`src/rtl/pwm_pkg.sv`:
```
// pwm_pkg
// Shared definitions for the PWM configuration slice: the register map of the
// write/read port, the bit positions inside the CTRL register and the state
// encoding of the configuration controller FSM.
// No ports (package).

package pwm_pkg;

    localparam int ADDR_W = 3;
    localparam int DATA_W = 16;

    // Register map of the configuration port
    localparam logic [ADDR_W-1:0] ADDR_PERIOD   = 3'd0;
    localparam logic [ADDR_W-1:0] ADDR_PRESCALE = 3'd1;
    localparam logic [ADDR_W-1:0] ADDR_CTRL     = 3'd2;
    localparam logic [ADDR_W-1:0] ADDR_COMMIT   = 3'd3;
    localparam logic [ADDR_W-1:0] ADDR_SOFTRST  = 3'd4;
    localparam logic [ADDR_W-1:0] ADDR_STATUS   = 3'd5;
    localparam logic [ADDR_W-1:0] ADDR_COUNT    = 3'd6;

    // Bit positions inside the CTRL register
    localparam int CTRL_EN_BIT = 0;
    localparam int CTRL_UP_BIT = 1;

    // Configuration controller states
    typedef enum logic [1:0] {
        ST_IDLE  = 2'd0,
        ST_ARMED = 2'd1,
        ST_RSTP  = 2'd2
    } cfg_state_t;

endpackage

```
`src/rtl/pwm_wrap_detect.sv`:
```
// pwm_wrap_detect
// Watches the live counter value and flags the cycle in which the counter has
// just wrapped, so that a pending configuration change can be applied at a
// period boundary.
// Ports:
//   clk, rst_n     : clock, asynchronous active-low reset
//   i_count_val    : live counter value
//   i_upnotdown    : active count direction (1 = up)
//   o_boundary     : 1 while the counter has just wrapped

module pwm_wrap_detect
    import pwm_pkg::*;
(
    input  logic              clk,
    input  logic              rst_n,
    input  logic [DATA_W-1:0] i_count_val,
    input  logic              i_upnotdown,
    output logic              o_boundary
);

    logic [DATA_W-1:0] r_countValQ;
    logic              w_changed;

    // Keep last cycle's counter value so a change of value can be seen.
    always_ff @(posedge clk or negedge rst_n) begin
        if (!rst_n) begin
            r_countValQ <= '0;
        end else begin
            r_countValQ <= i_count_val;
        end
    end

    // Counting up, the wrap is the step onto 0. Counting down, the wrap is the
    // step away from 0 (back up to the period value), so the previous value is
    // the one compared against zero.
    assign w_changed  = (i_count_val != r_countValQ);
    assign o_boundary = w_changed &&
                        (i_upnotdown ? (i_count_val == '0) : (r_countValQ == '0));

endmodule

```
`src/rtl/pwm_cfg_ctrl.sv`:
```
// pwm_cfg_ctrl
// Configuration controller for the PWM counter. Register writes update shadow
// copies of period, prescale and control bits; a commit copies all shadows to
// the active outputs together, either at the next counter wrap or right away.
// A SOFTRST write produces a one-cycle counter clear. Reads are registered.
// Ports:
//   clk, rst_n          : clock, asynchronous active-low reset
//   i_wr_valid/o_wr_ready, i_wr_addr, i_wr_data : register write port
//   i_rd_addr/o_rd_data : read port, one cycle latency
//   i_count_val         : live counter value (for wrap detection and COUNT)
//   o_period, o_prescale, o_upnotdown, o_en : active counter configuration
//   o_count_reset       : one-cycle synchronous counter clear
//   o_commit_pending    : a commit is armed and waiting

module pwm_cfg_ctrl
    import pwm_pkg::*;
(
    input  logic              clk,
    input  logic              rst_n,
    input  logic              i_wr_valid,
    output logic              o_wr_ready,
    input  logic [ADDR_W-1:0] i_wr_addr,
    input  logic [DATA_W-1:0] i_wr_data,
    input  logic [ADDR_W-1:0] i_rd_addr,
    output logic [DATA_W-1:0] o_rd_data,
    input  logic [DATA_W-1:0] i_count_val,
    output logic [DATA_W-1:0] o_period,
    output logic [7:0]        o_prescale,
    output logic              o_upnotdown,
    output logic              o_en,
    output logic              o_count_reset,
    output logic              o_commit_pending
);

    cfg_state_t        r_state;
    cfg_state_t        w_stateNext;
    logic              r_force;
    logic              w_forceNext;
    logic              r_rstpPending;
    logic              w_rstpPendingNext;
    logic              w_load;
    logic              w_boundary;
    logic              w_wrFire;
    logic              w_commitCond;

    logic [DATA_W-1:0] r_shadowPeriod;
    logic [7:0]        r_shadowPrescale;
    logic              r_shadowEn;
    logic              r_shadowUp;

    logic [DATA_W-1:0] r_period;
    logic [7:0]        r_prescale;
    logic              r_en;
    logic              r_upnotdown;

    logic [DATA_W-1:0] r_rdData;
    logic [DATA_W-1:0] w_rdMux;

    pwm_wrap_detect u_wrap_detect (
        .clk         (clk),
        .rst_n       (rst_n),
        .i_count_val (i_count_val),
        .i_upnotdown (r_upnotdown),
        .o_boundary  (w_boundary)
    );

    assign w_wrFire = i_wr_valid && o_wr_ready;

    // A stopped counter or a zero period never produces a wrap, so an armed
    // commit would otherwise wait forever; commit straight away in those cases.
    assign w_commitCond = w_boundary || r_force || !r_en || (r_period == '0);

    // FSM state, force flag and the "commit still owed" flag carried through RSTP.
    always_ff @(posedge clk or negedge rst_n) begin
        if (!rst_n) begin
            r_state       <= ST_IDLE;
            r_force       <= 1'b0;
            r_rstpPending <= 1'b0;
        end else begin
            r_state       <= w_stateNext;
            r_force       <= w_forceNext;
            r_rstpPending <= w_rstpPendingNext;
        end
    end

    // Next-state decode and FSM outputs. In ARMED a commit and a SOFTRST may
    // land on the same edge: the commit is taken and RSTP still follows.
    always_comb begin
        w_stateNext       = r_state;
        w_forceNext       = r_force;
        w_rstpPendingNext = r_rstpPending;
        w_load            = 1'b0;
        o_wr_ready        = 1'b1;
        o_count_reset     = 1'b0;
        o_commit_pending  = 1'b0;

        case (r_state)
            ST_IDLE: begin
                if (w_wrFire && (i_wr_addr == ADDR_SOFTRST)) begin
                    w_stateNext       = ST_RSTP;
                    w_rstpPendingNext = 1'b0;
                end else if (w_wrFire && (i_wr_addr == ADDR_COMMIT)) begin
                    w_stateNext = ST_ARMED;
                    w_forceNext = i_wr_data[0];
                end
            end
            ST_ARMED: begin
                o_commit_pending = 1'b1;
                if (w_commitCond) begin
                    w_load      = 1'b1;
                    w_forceNext = 1'b0;
                    w_stateNext = ST_IDLE;
                end else if (w_wrFire && (i_wr_addr == ADDR_COMMIT) && i_wr_data[0]) begin
                    w_forceNext = 1'b1;
                end
                if (w_wrFire && (i_wr_addr == ADDR_SOFTRST)) begin
                    w_stateNext       = ST_RSTP;
                    w_rstpPendingNext = 1'b1;
                    w_forceNext       = 1'b0;
                end
            end
            ST_RSTP: begin
                o_wr_ready        = 1'b0;
                o_count_reset     = 1'b1;
                o_commit_pending  = r_rstpPending;
                w_load            = r_rstpPending;
                w_rstpPendingNext = 1'b0;
                w_stateNext       = ST_IDLE;
            end
            default: begin
                w_stateNext = ST_IDLE;
            end
        endcase
    end

    // Shadow register file; writes to read-only or reserved addresses fall
    // through without effect.
    always_ff @(posedge clk or negedge rst_n) begin
        if (!rst_n) begin
            r_shadowPeriod   <= '0;
            r_shadowPrescale <= '0;
            r_shadowEn       <= 1'b0;
            r_shadowUp       <= 1'b1;
        end else if (w_wrFire) begin
            case (i_wr_addr)
                ADDR_PERIOD:   r_shadowPeriod   <= i_wr_data;
                ADDR_PRESCALE: r_shadowPrescale <= i_wr_data[7:0];
                ADDR_CTRL: begin
                    r_shadowEn <= i_wr_data[CTRL_EN_BIT];
                    r_shadowUp <= i_wr_data[CTRL_UP_BIT];
                end
                default: ;
            endcase
        end
    end

    // Active configuration: every field is loaded on the same edge so the
    // counter never sees a half-updated setup.
    always_ff @(posedge clk or negedge rst_n) begin
        if (!rst_n) begin
            r_period    <= '0;
            r_prescale  <= '0;
            r_en        <= 1'b0;
            r_upnotdown <= 1'b1;
        end else if (w_load) begin
            r_period    <= r_shadowPeriod;
            r_prescale  <= r_shadowPrescale;
            r_en        <= r_shadowEn;
            r_upnotdown <= r_shadowUp;
        end
    end

    // Read mux: shadows (not active values) for 0-2, zero for write-only and
    // reserved addresses.
    always_comb begin
        w_rdMux = '0;
        case (i_rd_addr)
            ADDR_PERIOD:   w_rdMux = r_shadowPeriod;
            ADDR_PRESCALE: w_rdMux = {8'd0, r_shadowPrescale};
            ADDR_CTRL:     w_rdMux = {14'd0, r_shadowUp, r_shadowEn};
            ADDR_STATUS:   w_rdMux = {15'd0, o_commit_pending};
            ADDR_COUNT:    w_rdMux = i_count_val;
            default:       w_rdMux = '0;
        endcase
    end

    always_ff @(posedge clk or negedge rst_n) begin
        if (!rst_n) begin
            r_rdData <= '0;
        end else begin
            r_rdData <= w_rdMux;
        end
    end

    assign o_rd_data   = r_rdData;
    assign o_period    = r_period;
    assign o_prescale  = r_prescale;
    assign o_en        = r_en;
    assign o_upnotdown = r_upnotdown;

endmodule

```
`config.mk`:
```
export PLATFORM = sky130hd
export DESIGN_NAME = pwm_cfg_ctrl
export DESIGN_NICKNAME = d
export VERILOG_FILES = /design/src/rtl/pwm_pkg.sv /design/src/rtl/pwm_wrap_detect.sv /design/src/rtl/pwm_cfg_ctrl.sv
export SDC_FILE = /design/constraint.sdc
export NUM_CORES = 1
export LEC_CHECK = 0
export CORE_ASPECT_RATIO = 0.9
export CORE_MARGIN = 1.5
export CORE_UTILIZATION = 54
export DETAILED_ROUTE_END_ITERATION = 7
export PLACE_DENSITY = 0.82
export REMOVE_ABC_BUFFERS = 1
export SYNTH_ARGS = -nofsm -noshare
export SYNTH_HDL_FRONTEND = slang
export SYNTH_SLANG_ARGS = --single-unit
```
`constraint.sdc`:
```
create_clock -name clk -period 3.3 [get_ports clk]
set_clock_uncertainty 0.2 [all_clocks]
set_input_delay 0.66 -clock clk [delete_from_list [all_inputs] [get_ports clk]]
set_output_delay 0.66 -clock clk [all_outputs]
set_load 0.01 [all_outputs]
```
Yosys cells after proc, flatten, opt, wreduce, memory -nomap -nowiden
Cells that the tools add are included.
- $add $sub $neg: 0
- multipliers: 0
- div/mod/pow operators: 0
- magnitude comparators: 0
- equal/unequal tests: 18
- shift operators: 0
- mux-type cells: 21
- bitwise gates (word level): 0
- reduce and logical (&&, ||, !) cells: 23
- operators by type and width (operator ; count):
    $pmux 16 s5 ; 1
    $logic_not 16->1 ; 3
    $ne 16x16->1 ; 1
    $mux 1 ; 11
    $eq 3x2->1 const B ; 3
    $eq 3x3->1 const B ; 3
    $mux 2 ; 4
    $ne 2x2->1 const B ; 4
    $reduce_and 2->1 ; 4
    $eq 3x1->1 const B ; 2
    $logic_not 3->1 ; 2
    $ne 3x3->1 const B ; 2
    $pmux 1 s2 ; 3
    $logic_and 1x1->1 ; 5
    $ne 4x4->1 const B ; 1
    $pmux 2 s2 ; 1
    $reduce_and 4->1 ; 1
    $logic_or 1x1->1 ; 3
    $pmux 1 s3 ; 1
    $reduce_and 3->1 ; 1
    $reduce_bool 3->1 ; 1
    $eq 2x1->1 const B ; 1
    $eq 2x2->1 const B ; 1
    $logic_not 2->1 ; 1
    2 further kinds ; 2
- flip-flop bits (word level): 88
- latch bits: 0
- memory bits (writable): 0
- ROM bits: 0
- input port bits: 41
- output and inout bits: 45
- logic and storage cells: 75
- memories: 0

Depth between registers and ports, before layout
Gate-level depths: netlist of the first run.
- word-level depth: 9
- mapped depth: 8
- gate-level depth less buffers: 8

Hierarchy
A second synthesis of the first run with hierarchy kept.
- cell total of the unflattened synthesis: 276
- area, all modules: 3739.8 um^2
- modules (own cells, without submodules) (module ; times used ; cells each ; area each (um^2) ; sequential area each (um^2)):
    pwm_cfg_ctrl ; 1 ; 226 ; 3088.0 ; 1804.2
    pwm_wrap_detect ; 1 ; 50 ; 651.9 ; 400.4

Least setup slack after synthesis of the first run
OpenSTA, ideal clock, no wires.
- path type: input-to-reg
- start: input port i_count_val[8]
- end: register r_period[0], in the netlist o_period[0]
- library setup time: 0.125 ns
- data arrival time: 2.127 ns
- required time: 2.975 ns
- slack: 0.848 ns
- stages on the path: 7
- buffers on the path: 1
- path through: nor4_1 -> nand4_1 -> nor4_2 -> o21ai_2 -> a31oi_4 -> buf_12 -> mux2_4
- longest elaborated chain between the ends: 8
- elaborated cells on any way between the ends: 9
- those cells by class: eq/ne: 1; mux: 3; reduce/logical: 5
- ends and longest elaborated chain (element ; line ; text):
    from (decl) ; pwm_cfg_ctrl.sv:26 ; input logic [DATA_W-1:0] i_count_val,
    $logic_not 16->1 ; pwm_wrap_detect.sv:38 ; (i_upnotdown ? (i_count_val == '0) : (r_countValQ == '0));
    $mux 1 ; pwm_wrap_detect.sv:38 ;
    $logic_and 1x1->1 (*) ; pwm_wrap_detect.sv:37 ; assign o_boundary = w_changed &&
    $logic_or 1x1->1 (*) (3 in series) ; pwm_cfg_ctrl.sv:71 ; assign w_commitCond = w_boundary || r_force || !r_en || (r_period == '0);
    $mux 1 (*) ; pwm_cfg_ctrl.sv:109 ; if (w_commitCond) begin
    $pmux 1 s2 (*) ; pwm_cfg_ctrl.sv:97 ; case (r_state)
    to (signal assigned) ; pwm_cfg_ctrl.sv:166 ; r_period <= r_shadowPeriod;
    to (decl) ; pwm_cfg_ctrl.sv:51 ; logic [DATA_W-1:0] r_period;
Every way passes the cells marked *; elsewhere a longest branch is shown, timed or not.
A chain may end at the register's enable or synchronous reset.

Worst setup path after layout of the first run
- start: register r_state[0]
- end: output port o_commit_pending
- longest elaborated chain between the ends: 2
- elaborated cells on any way between the ends: 3
- those cells by class: eq/ne: 2; mux: 1
- ends and longest elaborated chain (element ; line ; text):
    from (decl) ; pwm_cfg_ctrl.sv:35 ; cfg_state_t r_state;
    from (signal assigned) ; pwm_cfg_ctrl.sv:80 ; r_state <= w_stateNext;
    $eq 2x2->1 or $eq 2x1->1 (tied branches) ; pwm_cfg_ctrl.sv:97 ;
    $pmux 1 s2 (*) ; pwm_cfg_ctrl.sv:97 ;
    to (decl) ; pwm_cfg_ctrl.sv:32 ; output logic o_commit_pending
Marked as above.

==> results of run 1 <==
[kinds of logic after synthesis]
logic type               Yosys count
buffers and inverters             18
XOR/XNOR                          16
AND/OR/NAND/NOR                   51
flip-flops                        88
AO/OA/AOI/OAI                     44
adder cells (fa/ha/maj)            6
multiplexers                      53
[through the flow]
stage                     util (%)  setup slack [ps]
after detailed placement      71.3               122
after global routing          73.6               152
after CTS                     73.6               102
final                         73.6               247
after global placement        71.3               209
after floorplan                  -               495
[per-layer routing]
| layer | global-route usage (%) | share of wire [%] | vias to the layer above |
|---|---|---|---|
| met2 | 37.2 | 46 | 86 |
| met3 | 6.59 | 6.1 | 17 |
| li1 | - | - | 1188 |
| met1 | 33.4 | 46 | 1262 |
| met5 | 0 | 0 | - |
| met4 | 8.25 | 1.6 | 0 |
[sequential cells by signal (all words and copies together) (netlist names), 2 cells and up]
name                       count
r_state                        2
u_wrap_detect.r_countValQ     16
o_period                      16
o_prescale                     8
r_shadowPeriod                16
o_rd_data                     16
r_shadowPrescale               8
[power by group through the flow]
stage          combinational [mW]  clock [mW]  sequential [mW]
2_1_floorplan               0.536           0             1.63
3_3_place_gp                 1.07           0             1.63
3_5_place_dp                 1.10           0             1.64
4_1_cts                      1.10       0.647             1.62
5_1_grt                      1.18       0.696             1.67
6_report                     1.09       0.633             1.62
[worst max path at each step]
stage                            end  slack, ps  cells after the start
floorplan                       o_en        500                      6
global placement        o_period[15]        210                      8
detailed placement      o_period[15]        120                      8
CTS                 o_commit_pending        100                      6
global route        o_commit_pending        150                      6
finish              o_commit_pending        250                      6
[area by class of cell]
class / count / share of cell area (%)
clock inverters: 4 / 0.480
repair buffers: 90 / 18.1
clock buffers: 12 / 2.73
multi-input cells: 170 / 31.3
well taps: 90 / 2.27
flip-flops and latches: 88 / 44.5
inverters: 8 / 0.606
[worst reg2reg max path: cells and delay by family, from the launching register on]
kind / cells / cell delay [ps]
and+or+nand+nor: 3 / 600
DFF: 1 / 580
muxes: 1 / 360
AOI/OAI and AO/OA: 2 / 350
buffers and inverters: 1 / 270
[cell usage in the layout, fill, tap and decap left out, types with 4 or more instances in the layout]
cell type and count:
sky130_fd_sc_hd__ha_1 6, sky130_fd_sc_hd__dfrtp_1 86, sky130_fd_sc_hd__a22o_1 12, sky130_fd_sc_hd__nand4_1 4
sky130_fd_sc_hd__o21ba_2 4, sky130_fd_sc_hd__o21ai_0 7, sky130_fd_sc_hd__nor2_1 8, sky130_fd_sc_hd__a21oi_1 7
sky130_fd_sc_hd__buf_4 5, sky130_fd_sc_hd__inv_1 8, sky130_fd_sc_hd__nor4_1 13, sky130_fd_sc_hd__mux2_2 33
sky130_fd_sc_hd__xor2_1 16, sky130_fd_sc_hd__clkbuf_8 9, sky130_fd_sc_hd__mux2_4 20, sky130_fd_sc_hd__clkdlybuf4s50_1 84
sky130_fd_sc_hd__nand2_1 8
[timing repair]
action / CTS / global route
hold buffers: 0 / 0
hold endpoints to repair: 0 / 0
endpoints found under the setup margin: 0 / 1
gates resized for setup: 0 / 1
==> metrics, run 1 <==
Vert. Die Dim 83.1 um; Avg Cell Area, Syn 13.9 sq um; Reg area 0.00220 sq mm; worst path required time approximately 2400 ps; Worst EP arrival between 2000 and 2500 ps; top cells by area, synth sky130_fd_sc_hd__dfrtp_1 (56%), sky130_fd_sc_hd__mux2_2 (9.7%), sky130_fd_sc_hd__mux2_4 (7.8%); count of vias placed by the detailed router ~2.6k; most instantiated flip-flop cell in the synthesis netlist sky130_fd_sc_hd__dfrtp_1; Placer Congestion just under 0.9; Tcrit/Tclk final roughly 93%; delay of the slowest cell on the worst path 510 ps; number of buffers on the longest clock path 2; aggregate negative setup slack 0 ps; crit path from r_state[0]; worst-path cell chain inv_1 -> ha_1 -> and2_1 -> o21ai_1 -> inv_1 -> clkdlybuf4s50_1; post-CTS setup buffer count 0; overall power after layout 3.35 mW; crit end category primary output; final number of max-transition violations 0; path class of the lowest-slack min-delay path primary input to async pin; worst setup path category flop to primary output; count of buffers inserted at the top-level ports between 80 and 90; share of power burned in the clock network 18.9%; Initial DRC Count around 110; num ports 86; count of placed standard cells in the final layout, fillers left out about 460; count of TritonRoute iterations in the first routing pass 4; power density cells between 600 and 700 mW/mm^2; floorplan core area 0.00673 sq mm; cell type with the largest total area after synthesis sky130_fd_sc_hd__dfrtp_1; worst vdd ir about 440 uV; switch share 30.1%; Die X ~92 um; post-route cell area a little under 0.005 sq mm; worst reg-to-reg setup slack approximately 840 ps; Register-to-Register Path Depth 7; total number of nets in the final design between 400 and 500; average wire per cell in the routed design approximately 18 um; global route total overflow 0; # DRC 0; overall routing resource usage 24.2%; worst hold margin 263 ps; wire length of the first global-routing pass approximately 14000 um; number of violations of the max-capacitance limit 0; fmax about 330 MHz; average vias per placed instance around 5.5; largest net degree at the start of global routing 89; cell-internal power ~2.3 mW; area after detailed placement between 0.004 and 0.005 sq mm; static power due to leakage 2.12 nW; starting utilization of the core area a little under three fifths; multiplexer area fraction after synthesis 17.5%; count of clock tree sinks 88; CTS tree yes; setup repair after global routing missed its margin false; number of levels the H-tree was split into 3; wire length after detailed routing between 8000 and 9000 um; Reg clk slew, reported paths 80 ps; initial antenna violation count 0; worst path bufs/invs 3; most frequent cell on the critical path sky130_fd_sc_hd__inv_1; Compound-Gate Fraction of Synth Area about 8.9%; post-layout minimum cycle time between 3000 and 4000 ps; relative slew slack 29.5%; kind of launch point of the worst setup path flop; Top delay family on crit path buffers and inverters; part of the power in combinational logic 32.7%; master cell of the clock root buffer sky130_fd_sc_hd__clkbuf_8; part of the total power dissipated in sequential elements between 40 and 50%; main combinational cell family by area after synthesis multiplexers; Cells after DPL about 450; post-detail-place hpwl ~6000 um; startpoint of the most critical register-to-register path o_upnotdown; # fillers around 450; TritonCTS buffer count 9; number of standard cells after synthesis 276; share of flip-flops with an asynchronous set or reset after synthesis 100%; net switching power between 1 and 1.5 mW; Antenna diodes 0; area of combinational cells with multiple inputs 0.00155 sq mm; top-count cell post-synth sky130_fd_sc_hd__dfrtp_1; signed area change from the synthesized netlist to the final layout 28.8%; die footprint around 0.0076 sq mm; number of core rows 28; Synth warnings 0; adder and majority cell fraction of the synthesized area 1.95%; status finished clean; number of global-route vias before repair around 2.8k; Worst R2R End o_period[15]; Yosys cell types 39; final count of hold timing violations 0; number of flops mapped to enable cells by yosys 0; area share of the leading cell type in the synthesized netlist a little under three fifths; Simple-Gate Fraction of Synth Area approximately 8%; fraction of the yosys area taken by sequential cells roughly 57%; final-report setup violation count 0; actual slew at the worst max-slew pin around 1100 ps; fraction of synthesized cell area in xor and xnor cells about 3.6%; antenna viol nets, final 0; proportion of layout cells with a drive suffix above 1 a little under a quarter; synthesis-stage register bit count 88; commonest cells in the synthesized netlist sky130_fd_sc_hd__dfrtp_1 (86), sky130_fd_sc_hd__mux2_2 (33), sky130_fd_sc_hd__mux2_4 (20); master of the slowest instance on the critical path sky130_fd_sc_hd__clkdlybuf4s50_1; insertion delay of the later-clocked pin in the worst-skew pair around 370 ps; post-synthesis instance area around 0.0038 sq mm; critical-path maximum fanout 5
Note: power is estimated with default switching activity, not from simulation.
==> inputs of run 2 (changes only) <==
- PLACE_DENSITY: 0.82 -> 0.85
==> run 2 against run 1 <==
Net effect:
- worst setup slack worse by 110 ps
- cell area increased by 0.51%
- fmax down 3.5%
- sequential power is essentially flat
- combinational power about the same
- clock power grew 2%
- sequential cell count unchanged
- cell count up 0.22%
- largest power group unchanged
- highest routed layer unchanged
==> metrics, run 2 (synthesized netlist as in run 1, its figures left out) <==
status finished clean; worst reg-to-reg setup slack 830 ps (about the same); path class of the lowest-slack min-delay path primary input to async pin; worst vdd ir 360 uV (-19%); setup repair after global routing missed its margin false; overall power after layout 3.38 mW (+1.0%); overall routing resource usage 24.6% (+0.39 points); num ports 86 (unchanged); average vias per placed instance 5.73 (+3.7%); kind of launch point of the worst setup path flop; most frequent cell on the critical path sky130_fd_sc_hd__inv_1; total number of nets in the final design 415 (+0.24%); met3 demand-to-capacity share in global routing 4.67% (-1.9 points); antenna viol nets, final 0 (unchanged); final-report setup violation count 0 (unchanged); relative slew slack 47.7% (+18 points); signed area change from the synthesized netlist to the final layout 29.4%; post-CTS setup buffer count 0 (unchanged); floorplan core area 0.00673 sq mm (unchanged); post-detail-place hpwl 6390 um (+7.2%); # DRC 0 (unchanged); Initial DRC Count 169 (+56%); global routing met2 resource utilization 38.2% (+1.0 points); final count of hold timing violations 0 (unchanged); area after detailed placement 0.00481 sq mm (+0.42%); count of clock tree sinks 88 (unchanged); GR Layer Usage met1 34.0% (+0.63 points); wire length of the first global-routing pass 14300 um (+1.4%); master of the slowest instance on the critical path sky130_fd_sc_hd__clkdlybuf4s50_1; worst path required time 2440 ps (about the same); worst setup path category flop to primary output; static power due to leakage 2.12 nW (about the same); actual slew at the worst max-slew pin 774 ps (-284 ps); number of violations of the max-capacitance limit 0 (unchanged); wire length after detailed routing 8820 um (+4.8%); proportion of layout cells with a drive suffix above 1 23.3% (+0.21 points); Die X 91.9 um (unchanged); Antenna diodes 0 (unchanged); number of global-route vias before repair 2807 (+0.43%); post-layout minimum cycle time 3160 ps (+109 ps); Placer Congestion 0.914 (+3.8%); post-route cell area 0.00498 sq mm (+0.51%); starting utilization of the core area 57.2% (unchanged); final number of max-transition violations 0 (unchanged); most used cells in the layout excluding fill and tap cells sky130_fd_sc_hd__dfrtp_1 (86), sky130_fd_sc_hd__clkdlybuf4s50_1 (84), sky130_fd_sc_hd__mux2_2 (33); number of core rows 28 (unchanged); PostCTS Resize Cnt 0 (unchanged); delay of the slowest cell on the worst path 520 ps (about the same); largest net degree at the start of global routing 48 (-46%); insertion delay of the later-clocked pin in the worst-skew pair 360 ps (about the same); Tcrit/Tclk final 95.8% (+3.3 points); fmax 316 MHz (-3.5%); post-layout util 74.0% (+0.37 points); Worst EP arrival 2300 ps (+110 ps); average wire per cell in the routed design 19.1 um (+4.5%); startpoint of the most critical register-to-register path r_state[0]; initial antenna violation count 0 (unchanged); CTS tree yes; most common cell after layout, fill and taps aside sky130_fd_sc_hd__dfrtp_1; number of levels the H-tree was split into 3 (unchanged); count of vias placed by the detailed router 2653 (+3.9%); critical-path maximum fanout 5 (unchanged); worst-path cell chain inv_1 -> ha_1 -> and2_1 -> o21ai_0 -> inv_1 -> clkdlybuf4s50_1; Reg clk slew, reported paths 90 ps (about the same); aggregate negative setup slack 0 ps (unchanged); most used routing layer in global routing met2; cts hold-fix bufs 0 (unchanged); count of TritonRoute iterations in the first routing pass 4 (unchanged); number of buffers on the longest clock path 2 (unchanged); master cell of the clock root buffer sky130_fd_sc_hd__clkbuf_8; global route total overflow 0 (unchanged); Vert. Die Dim 83.1 um (unchanged); count of buffers inserted at the top-level ports 85 (unchanged); Register-to-Register Path Depth 6 (-1); TritonCTS buffer count 9 (unchanged); Worst R2R End r_rstpPending; power density cells 680 mW/mm^2 (+0.49%); die footprint 0.00764 sq mm (unchanged); crit end category primary output
-- run 2: cell count changes in the layout (fill, tap and decap cells not counted), sizes merged --
cell      previous run  this run
buf                  6         7
clkinv               4         1
clkinvlp             0         2
inv                  8         9
-- run 2: worst max-delay path, delay by kind of cell (launching register included) --
family | cells | cell delay [ps]
buf+inv | 3 | 770
flops | 1 | 400
compound gates | 1 | 380
fa+ha+maj | 1 | 250
simple gates | 1 | 150
-- run 2: final cells by class --
cell class,instances,area (sq um)
fill,442,1750
inverter,8,30.0
timing repair buffer,91,918
clock inverter,4,28.8
clock buffer,12,135
tap,90,113
sequential,88,2200
multi-input combinational,170,1550
-- run 2: routing by layer --
metal	wire length [um]	vias up	part of all wire, %
met3	481	13	5.5
met4	157	0	1.8
met5	0	-	0
li1	-	1189	-
met2	4260	97	48
met1	3920	1354	44
-- run 2: how the worst max path moves through the flow --
stage                               from                to  depth (start not counted)
final                         r_state[0]  o_commit_pending                          6
after global routing          r_state[0]  o_commit_pending                          6
after floorplan           i_count_val[8]              o_en                          6
after CTS                     r_state[0]  o_commit_pending                          6
after global placement    i_count_val[4]     o_prescale[1]                          8
after detailed placement  i_count_val[8]     o_prescale[0]                          8
-- run 2: metrics by stage --
| stage | worst slack [ps] | cells | hold WS (ps) |
|---|---|---|---|
| final | 138 | 463 | 90.9 |
| after CTS | 137 | 463 | 105 |
| after floorplan | 495 | 266 | 164 |
| after global routing | 8.05 | 463 | 129 |
| after global placement | 233 | 447 | 298 |
| after detailed placement | 84.7 | 447 | 299 |
-- run 2: report_power, final --
part / leakage, nW / internal [mW] / switching, mW
combinational: 0.940 / 0.693 / 0.415
clock: 0.0770 / 0.276 / 0.369
sequential: 1.10 / 1.38 / 0.250
total: 2.12 / 2.35 / 1.03
==> inputs of run 3 (changes only) <==
- SLEW_MARGIN: unset -> 20
==> results of run 3 <==
No change in the layout: final DEF, timing and power equal those of run 2.
